## config.mk

```make
export PLATFORM = sky130hd
export DESIGN_NAME = sync_fifo_flex_flat
export DESIGN_NICKNAME = d
export VERILOG_FILES = /design/src/rtl/fifo_pkg.sv /design/src/rtl/sync_fifo_flex_if.sv /design/src/rtl/fifo_flag_gen.sv /design/src/rtl/sync_fifo_flex.sv /design/src/flat_wrapper.sv
export SDC_FILE = /design/constraint.sdc
export NUM_CORES = 1
export LEC_CHECK = 0
export BUFFER_PORTS_ARGS = -buffer_cell sky130_fd_sc_hd__buf_2
export CELL_PAD_IN_SITES_DETAIL_PLACEMENT = 2
export CELL_PAD_IN_SITES_GLOBAL_PLACEMENT = 2
export CORE_AREA = 2 2 117 119
export DETAILED_ROUTE_END_ITERATION = 7
export DIE_AREA = 0 0 119 121
export PLACE_DENSITY = 0.84
export SYNTH_ARGS = -nofsm -noshare
export SYNTH_HDL_FRONTEND = slang
export SYNTH_HIERARCHICAL = 1
export SYNTH_SLANG_ARGS = --single-unit
```

## constraint.sdc

```tcl
create_clock -name clk -period 3.3 [get_ports clk]
set_input_delay 0.33 -clock clk [delete_from_list [all_inputs] [get_ports clk]]
set_output_delay 0.33 -clock clk [all_outputs]
set_load 0.01 [all_outputs]
```

## src/rtl/fifo_pkg.sv

```systemverilog
// fifo_pkg: shared constants and helpers for the bridge FIFOs.
package fifo_pkg;
  localparam int DEF_WIDTH = 8;
  localparam int DEF_DEPTH = 16;
  // Bit positions of the error flags inside the bridge status register.
  localparam int ERR_OVF_BIT = 0;
  localparam int ERR_UDF_BIT = 1;
  function automatic int clog2(input int v);
    int r;
    r = 0;
    while ((1 << r) < v) r++;
    return r;
  endfunction
endpackage

```

## src/rtl/sync_fifo_flex_if.sv

```systemverilog
// sync_fifo_flex_if: FIFO data/handshake/status bundle; peak_count exists only with FIFO_PEAK_TRACK_EN.
interface sync_fifo_flex_if
  import fifo_pkg::*;
#(
  parameter int WIDTH = DEF_WIDTH,
  parameter int DEPTH = DEF_DEPTH
);
  localparam int CNT_W = clog2(DEPTH) + 1;
  logic flush;
  logic [WIDTH-1:0] wr_data;
  logic wr_en;
  logic full;
  logic almost_full;
  logic rd_en;
  logic [WIDTH-1:0] rd_data;
  logic empty;
  logic almost_empty;
  logic [CNT_W-1:0] count;
  logic overflow;
  logic underflow;
  logic clr_err;
`ifdef FIFO_PEAK_TRACK_EN
  logic [CNT_W-1:0] peak_count;
  modport master (output flush, wr_data, wr_en, rd_en, clr_err,
                  input full, almost_full, rd_data, empty, almost_empty, count, overflow, underflow, peak_count);
  modport slave (input flush, wr_data, wr_en, rd_en, clr_err,
                 output full, almost_full, rd_data, empty, almost_empty, count, overflow, underflow, peak_count);
`else
  modport master (output flush, wr_data, wr_en, rd_en, clr_err,
                  input full, almost_full, rd_data, empty, almost_empty, count, overflow, underflow);
  modport slave (input flush, wr_data, wr_en, rd_en, clr_err,
                 output full, almost_full, rd_data, empty, almost_empty, count, overflow, underflow);
`endif
endinterface

```

## src/rtl/fifo_flag_gen.sv

```systemverilog
// fifo_flag_gen: occupancy and status flags derived from wrap-bit pointers.
module fifo_flag_gen #(
  parameter int ADDR_W = 4,
  parameter int AF_THRESH = 14,
  parameter int AE_THRESH = 1
) (
  input  logic [ADDR_W:0] wr_ptr,
  input  logic [ADDR_W:0] rd_ptr,
  output logic            full,
  output logic            empty,
  output logic            almost_full,
  output logic            almost_empty,
  output logic [ADDR_W:0] count
);
  localparam logic [ADDR_W:0] AF = (ADDR_W+1)'(AF_THRESH);
  localparam logic [ADDR_W:0] AE = (ADDR_W+1)'(AE_THRESH);
  assign count = wr_ptr - rd_ptr;
  assign empty = wr_ptr == rd_ptr;
  assign full = (wr_ptr[ADDR_W] != rd_ptr[ADDR_W]) && (wr_ptr[ADDR_W-1:0] == rd_ptr[ADDR_W-1:0]);
  assign almost_full = count >= AF;
  assign almost_empty = count <= AE;
endmodule

```

## src/rtl/sync_fifo_flex.sv

```systemverilog
// sync_fifo_flex: parametrised FWFT FIFO with flush and sticky errors.
// Optional FIFO_PEAK_TRACK_EN adds a peak occupancy register on bus.peak_count.
module sync_fifo_flex
  import fifo_pkg::*;
#(
  parameter int WIDTH = DEF_WIDTH,
  parameter int DEPTH = DEF_DEPTH,
  parameter int AF_THRESH = DEPTH - 2,
  parameter int AE_THRESH = 1
) (
  input logic clk,
  input logic rst_n,
  sync_fifo_flex_if.slave bus
);
  localparam int ADDR_W = clog2(DEPTH);
  logic [WIDTH-1:0] mem [DEPTH];
  logic [ADDR_W:0] wr_ptr, rd_ptr, wr_nxt, rd_nxt, count;
  logic full, empty, almost_full, almost_empty, wr_accept, rd_accept, overflow, underflow;
  fifo_flag_gen #(.ADDR_W(ADDR_W), .AF_THRESH(AF_THRESH), .AE_THRESH(AE_THRESH)) u_flags (
    .wr_ptr(wr_ptr), .rd_ptr(rd_ptr), .full(full), .empty(empty),
    .almost_full(almost_full), .almost_empty(almost_empty), .count(count)
  );
  assign rd_accept = bus.rd_en && !empty;
  assign wr_accept = bus.wr_en && (!full || rd_accept);
  // Flush wins over both handshakes: nothing is stored, popped or flagged.
  assign wr_nxt = bus.flush ? '0 : wr_ptr + {{ADDR_W{1'b0}}, wr_accept};
  assign rd_nxt = bus.flush ? '0 : rd_ptr + {{ADDR_W{1'b0}}, rd_accept};
  always_ff @(posedge clk or negedge rst_n) begin
    if (!rst_n) begin
      wr_ptr <= '0;
      rd_ptr <= '0;
      overflow <= 1'b0;
      underflow <= 1'b0;
    end else begin
      wr_ptr <= wr_nxt;
      rd_ptr <= rd_nxt;
      overflow <= (bus.wr_en && !wr_accept && !bus.flush) || (overflow && !bus.clr_err);
      underflow <= (bus.rd_en && !rd_accept && !bus.flush) || (underflow && !bus.clr_err);
    end
  end
  always_ff @(posedge clk)
    if (wr_accept && !bus.flush) mem[wr_ptr[ADDR_W-1:0]] <= bus.wr_data;
  assign bus.rd_data = mem[rd_ptr[ADDR_W-1:0]];
  assign bus.full = full;
  assign bus.empty = empty;
  assign bus.almost_full = almost_full;
  assign bus.almost_empty = almost_empty;
  assign bus.count = count;
  assign bus.overflow = overflow;
  assign bus.underflow = underflow;
`ifdef FIFO_PEAK_TRACK_EN
  logic [ADDR_W:0] peak, next_count;
  assign next_count = wr_nxt - rd_nxt;
  always_ff @(posedge clk or negedge rst_n)
    if (!rst_n) peak <= '0;
    else peak <= (bus.flush || bus.clr_err) ? '0 : (next_count > peak ? next_count : peak);
  assign bus.peak_count = peak;
`endif
endmodule

```

## src/flat_wrapper.sv

```systemverilog
// flat-port wrapper written by rule: the top's interface ports become plain ports
module sync_fifo_flex_flat import fifo_pkg::*;
#(
  parameter int WIDTH = DEF_WIDTH,
  parameter int DEPTH = DEF_DEPTH,
  parameter int AF_THRESH = DEPTH - 2,
  parameter int AE_THRESH = 1
)
  (clk, rst_n, bus_flush, bus_wr_data, bus_wr_en, bus_rd_en, bus_clr_err, bus_full, bus_almost_full, bus_rd_data, bus_empty, bus_almost_empty, bus_count, bus_overflow, bus_underflow);
  sync_fifo_flex_if #(.WIDTH(WIDTH), .DEPTH(DEPTH)) bus_i ();
  input logic clk;
  input logic rst_n;
  input wire logic [$bits(bus_i.flush)-1:0] bus_flush;
  input wire logic [$bits(bus_i.wr_data)-1:0] bus_wr_data;
  input wire logic [$bits(bus_i.wr_en)-1:0] bus_wr_en;
  input wire logic [$bits(bus_i.rd_en)-1:0] bus_rd_en;
  input wire logic [$bits(bus_i.clr_err)-1:0] bus_clr_err;
  output wire logic [$bits(bus_i.full)-1:0] bus_full;
  output wire logic [$bits(bus_i.almost_full)-1:0] bus_almost_full;
  output wire logic [$bits(bus_i.rd_data)-1:0] bus_rd_data;
  output wire logic [$bits(bus_i.empty)-1:0] bus_empty;
  output wire logic [$bits(bus_i.almost_empty)-1:0] bus_almost_empty;
  output wire logic [$bits(bus_i.count)-1:0] bus_count;
  output wire logic [$bits(bus_i.overflow)-1:0] bus_overflow;
  output wire logic [$bits(bus_i.underflow)-1:0] bus_underflow;
  assign bus_i.flush = bus_flush;
  assign bus_i.wr_data = bus_wr_data;
  assign bus_i.wr_en = bus_wr_en;
  assign bus_i.rd_en = bus_rd_en;
  assign bus_i.clr_err = bus_clr_err;
  assign bus_full = bus_i.full;
  assign bus_almost_full = bus_i.almost_full;
  assign bus_rd_data = bus_i.rd_data;
  assign bus_empty = bus_i.empty;
  assign bus_almost_empty = bus_i.almost_empty;
  assign bus_count = bus_i.count;
  assign bus_overflow = bus_i.overflow;
  assign bus_underflow = bus_i.underflow;
  sync_fifo_flex #(.WIDTH(WIDTH), .DEPTH(DEPTH), .AF_THRESH(AF_THRESH), .AE_THRESH(AE_THRESH)) u_core (.clk(clk), .rst_n(rst_n), .bus(bus_i));
endmodule
```

==> run_results.csv <==
group,metric,value,unit
die,die_area,14400,µm²
die,start_util,44.35,%
sta,fin_crit_sh,90.44,%
setup_path,r2r_end,"u_core/mem[7][2]",
sta,finalSetupViolations,0,
setup_path,crit_arrival,2.65,ns
cells_and_area,nets,381,
clocking,htree_levels,4,
power,finalPower,4.548,mW
route,drt-wirelength-per-cell,27.49,µm
clocking,cts_sinks,140,
yosys,synthCells,306,
die,ios,33,
setup_path,crit_chain,"inv_1 -> ha_1 -> fa_1 -> nand2b_1 -> a21oi_2 -> xnor2_1 -> nor4_2 -> buf_2",
global_routing,grt_overflow,0,
clocking,clk_path_buf_depth,2,
global_routing,antenna_found_initial,0,
flow_run,cap_viol_max_count,0,
power,peakVddDrop,340.3,µV
setup_path,crit_start,"u_core/wr_ptr[0]",
route,wl,15040,µm
setup_path,r2r_cells,9,
global_routing,grt_pass1_vias,3444,
die,die_y,121,µm
power,leakagePower,2.394,nW
global_routing,grt_pass1_wl,22490,µm
route,vias,3084,
setup_path,start_kind,"flop",
yosys,yosysTopAreaCell,"edfxtp_1",
setup_path,slowest_stage,"dfrtp_1",
cells_and_area,most-common-layout-cells,"edfxtp_1, buf_2, mux4_2, clkbuf_16, a22oi_1",
clocking,cts_resized,0,
cells_and_area,regArea,4145,µm²
place,globalplace.congestion,0.7539,
sta,slew-limit-headroom,46.49,%
yosys,ys_seq_elements,140,
place,io_buffers,32,
yosys,syn_area_per_cell,18.96,µm²
clocking,cts_tree,"built",
clocking,cts.clk_slew.worst_paths,0.05,ns
sta,period_needed,2.984,ns
setup_path,worstSetupPathDepth,8,
yosys,yosys-top-cells-area,"edfxtp_1, mux4_2, mux4_1, dfrtp_1, a22oi_1",
route,drtIter0Drc,274,
sta,clock.fmax,335.1,MHz
setup_path,timing.critical_path.slowest_cell_delay,0.62,ns
cells_and_area,fillCellCount,1160,
clocking,cts-hold-fix-buffers,1,
clocking,post-cts-setup-buffers,0,
yosys,yosys.area.top_type_share,66.24,%
die,coreArea,13090,µm²
setup_path,cp-end-kind,"output port",
place,dpl-instance-area,6211,µm²
sta,fin_tns_setup,0,ns
cells_and_area,n_antenna_cell,0,
sta,hold_violations,0,
sta,rsz0062_at_grt,"false",
cells_and_area,layout.cells.most_common,"edfxtp_1",
place,dp_hpwl,9767,µm
sta,worst_pin_slew,0.7997,ns
route,vias_per_cell,5.638,
clocking,cts_buffers,17,
clocking,clock_latency,0.42,ns
yosys,ys_warn_count,6,
cells_and_area,drive_gt1_share,26.68,%
setup_path,r2r_slack,0.36,ns
setup_path,worstReg2RegStart,"u_core/wr_ptr[0]",
route,ant_nets,0,
die,die_width,119,µm
setup_path,cp_top_family,"adder cells",
setup_path,cp.buffers_inverters,2,
setup_path,cp_max_fo,11,
yosys,synth.distinct_cells,37,
setup_path,critPathKind,"flop to output port",
global_routing,grt_usage,22.58,%
yosys,postSynthNetCount,329,
yosys,ys_seq_area_share,71.41,%
power,powerDensity,666.0,nW/µm²
outcome,status,"finished clean",
yosys,mappedNetlistArea,5803,µm²
cells_and_area,syn_to_final_growth,17.66,%
setup_path,cp.required,2.97,ns
setup_path,crit_end,"bus_almost_empty",
route,drt-pass1-iter-count,4,
clocking,cts_root_buf,"clkbuf_16",
global_routing,grt_max_degree,36,
hold_path,hp-class,"primary input to flop",
die,rows,42,
route,drc,0,
cells_and_area,stdcell_area,6828,µm²
sta,final.setup_skew,0.008105,ns
sta,drv_slew,0,
cells_and_area,multi_input_area,1511,µm²
cells_and_area,fin_util,52.18,%
[synthesized netlist by cell type]
cell type        number
a31o_2                1
nor2b_1               7
a22oi_1              16
and2_1                2
buf_2                 3
xor2_2                2
a211oi_1              1
clkbuf_1              5
xor2_1                5
o211a_1               1
nand3_1               4
buf_4                 1
a21oi_1               1
inv_1                13
nand2b_1              5
nor2_1               12
nand2_1              12
mux4_1               14
and2b_1               1
a211o_1               1
and3_1                4
ha_1                  8
edfxtp_1            128
dfrtp_1              12
buf_6                 3
nor4_1                2
o211ai_1              1
o22ai_1               2
nand4_1               1
a21oi_2               1
xnor2_1               3
nor4_2                1
clkdlybuf4s25_2       3
nor3_1               10
mux4_2               18
fa_1                  1
o21ai_2               1
[worst min-delay path by stage]
stage / to / cells after the start / slack, ns / start
6_report: u_core/bus.overflow / 2 / 0.15 / bus_clr_err
5_1_grt: u_core/bus.overflow / 2 / 0.13 / bus_clr_err
4_1_cts: u_core/bus.overflow / 2 / 0.12 / bus_clr_err
3_5_place_dp: u_core/bus.overflow / 1 / 0.23 / rst_n
3_3_place_gp: u_core/bus.underflow / 1 / 0.22 / rst_n
2_1_floorplan: u_core/bus.overflow / 0 / 0.03 / rst_n
[sequential cells by signal (all words and copies together), names as in the netlist]
signal,count
u_core/bus.overflow,1
u_core/bus.underflow,1
u_core/mem,128
u_core/rd_ptr,5
u_core/wr_ptr,5
[worst reg2reg max path: stages (launching register included)]
cell and delay, ns:
dfrtp_1 0.62, inv_1 0.10, ha_1 0.33, nand4_1 0.12
nor2_1 0.23, nand2b_1 0.24, inv_1 0.12, o211ai_1 0.55
nor3_1 0.14, buf_4 0.24
[per-stage QoR]
stage          instances  setup WS (ns)  hold slack [ns]
3_5_place_dp         514         0.5516           0.2318
5_1_grt              547         0.1874           0.1254
6_report             547         0.3156           0.1455
3_3_place_gp         514         0.7845           0.2221
4_1_cts              547         0.2685           0.1223
2_1_floorplan        306         0.5048          0.03441
[area by class of cell]
| type | instances | area share, % |
|---|---|---|
| clock buffer | 20 | 6.395 |
| clock inverter | 12 | 2.492 |
| inverter | 13 | 0.7147 |
| multi-input combinational | 138 | 22.14 |
| sequential | 140 | 60.71 |
| tap | 176 | 3.225 |
| timing repair buffer | 48 | 4.325 |
[layer usage]
metal	wire (µm)	share of wire (%)	GRT usage, %	vias up
li1	-	-	-	1339
met1	6141	41	27.97	1645
met2	7944	53	39.12	76
met3	600	4.0	4.088	24
met4	350	2.3	9.747	0
met5	0	0	0	-
[where the power goes]
| group | internal (mW) | switching, mW |
|---|---|---|
| clock network | 1.26 | 0.715 |
| registers | 1.96 | 0.0195 |
| logic | 0.275 | 0.320 |
[kinds of logic (layout without fill, tap and decap cells)]
| family | count (synthesis) | in the layout | synth area share (%) |
|---|---|---|---|
| AOI/OAI and AO/OA | 26 | 26 | 3.407 |
| xor gates and xnor gates | 10 | 10 | 1.768 |
| adders and majority gates | 9 | 9 | 2.070 |
| buffers and inverters | 28 | 93 | 2.652 |
| DFF | 140 | 140 | 71.41 |
| muxes | 32 | 32 | 13.32 |
| and+or+nand+nor | 61 | 61 | 5.369 |
Power figures use the tool's default switching activity.
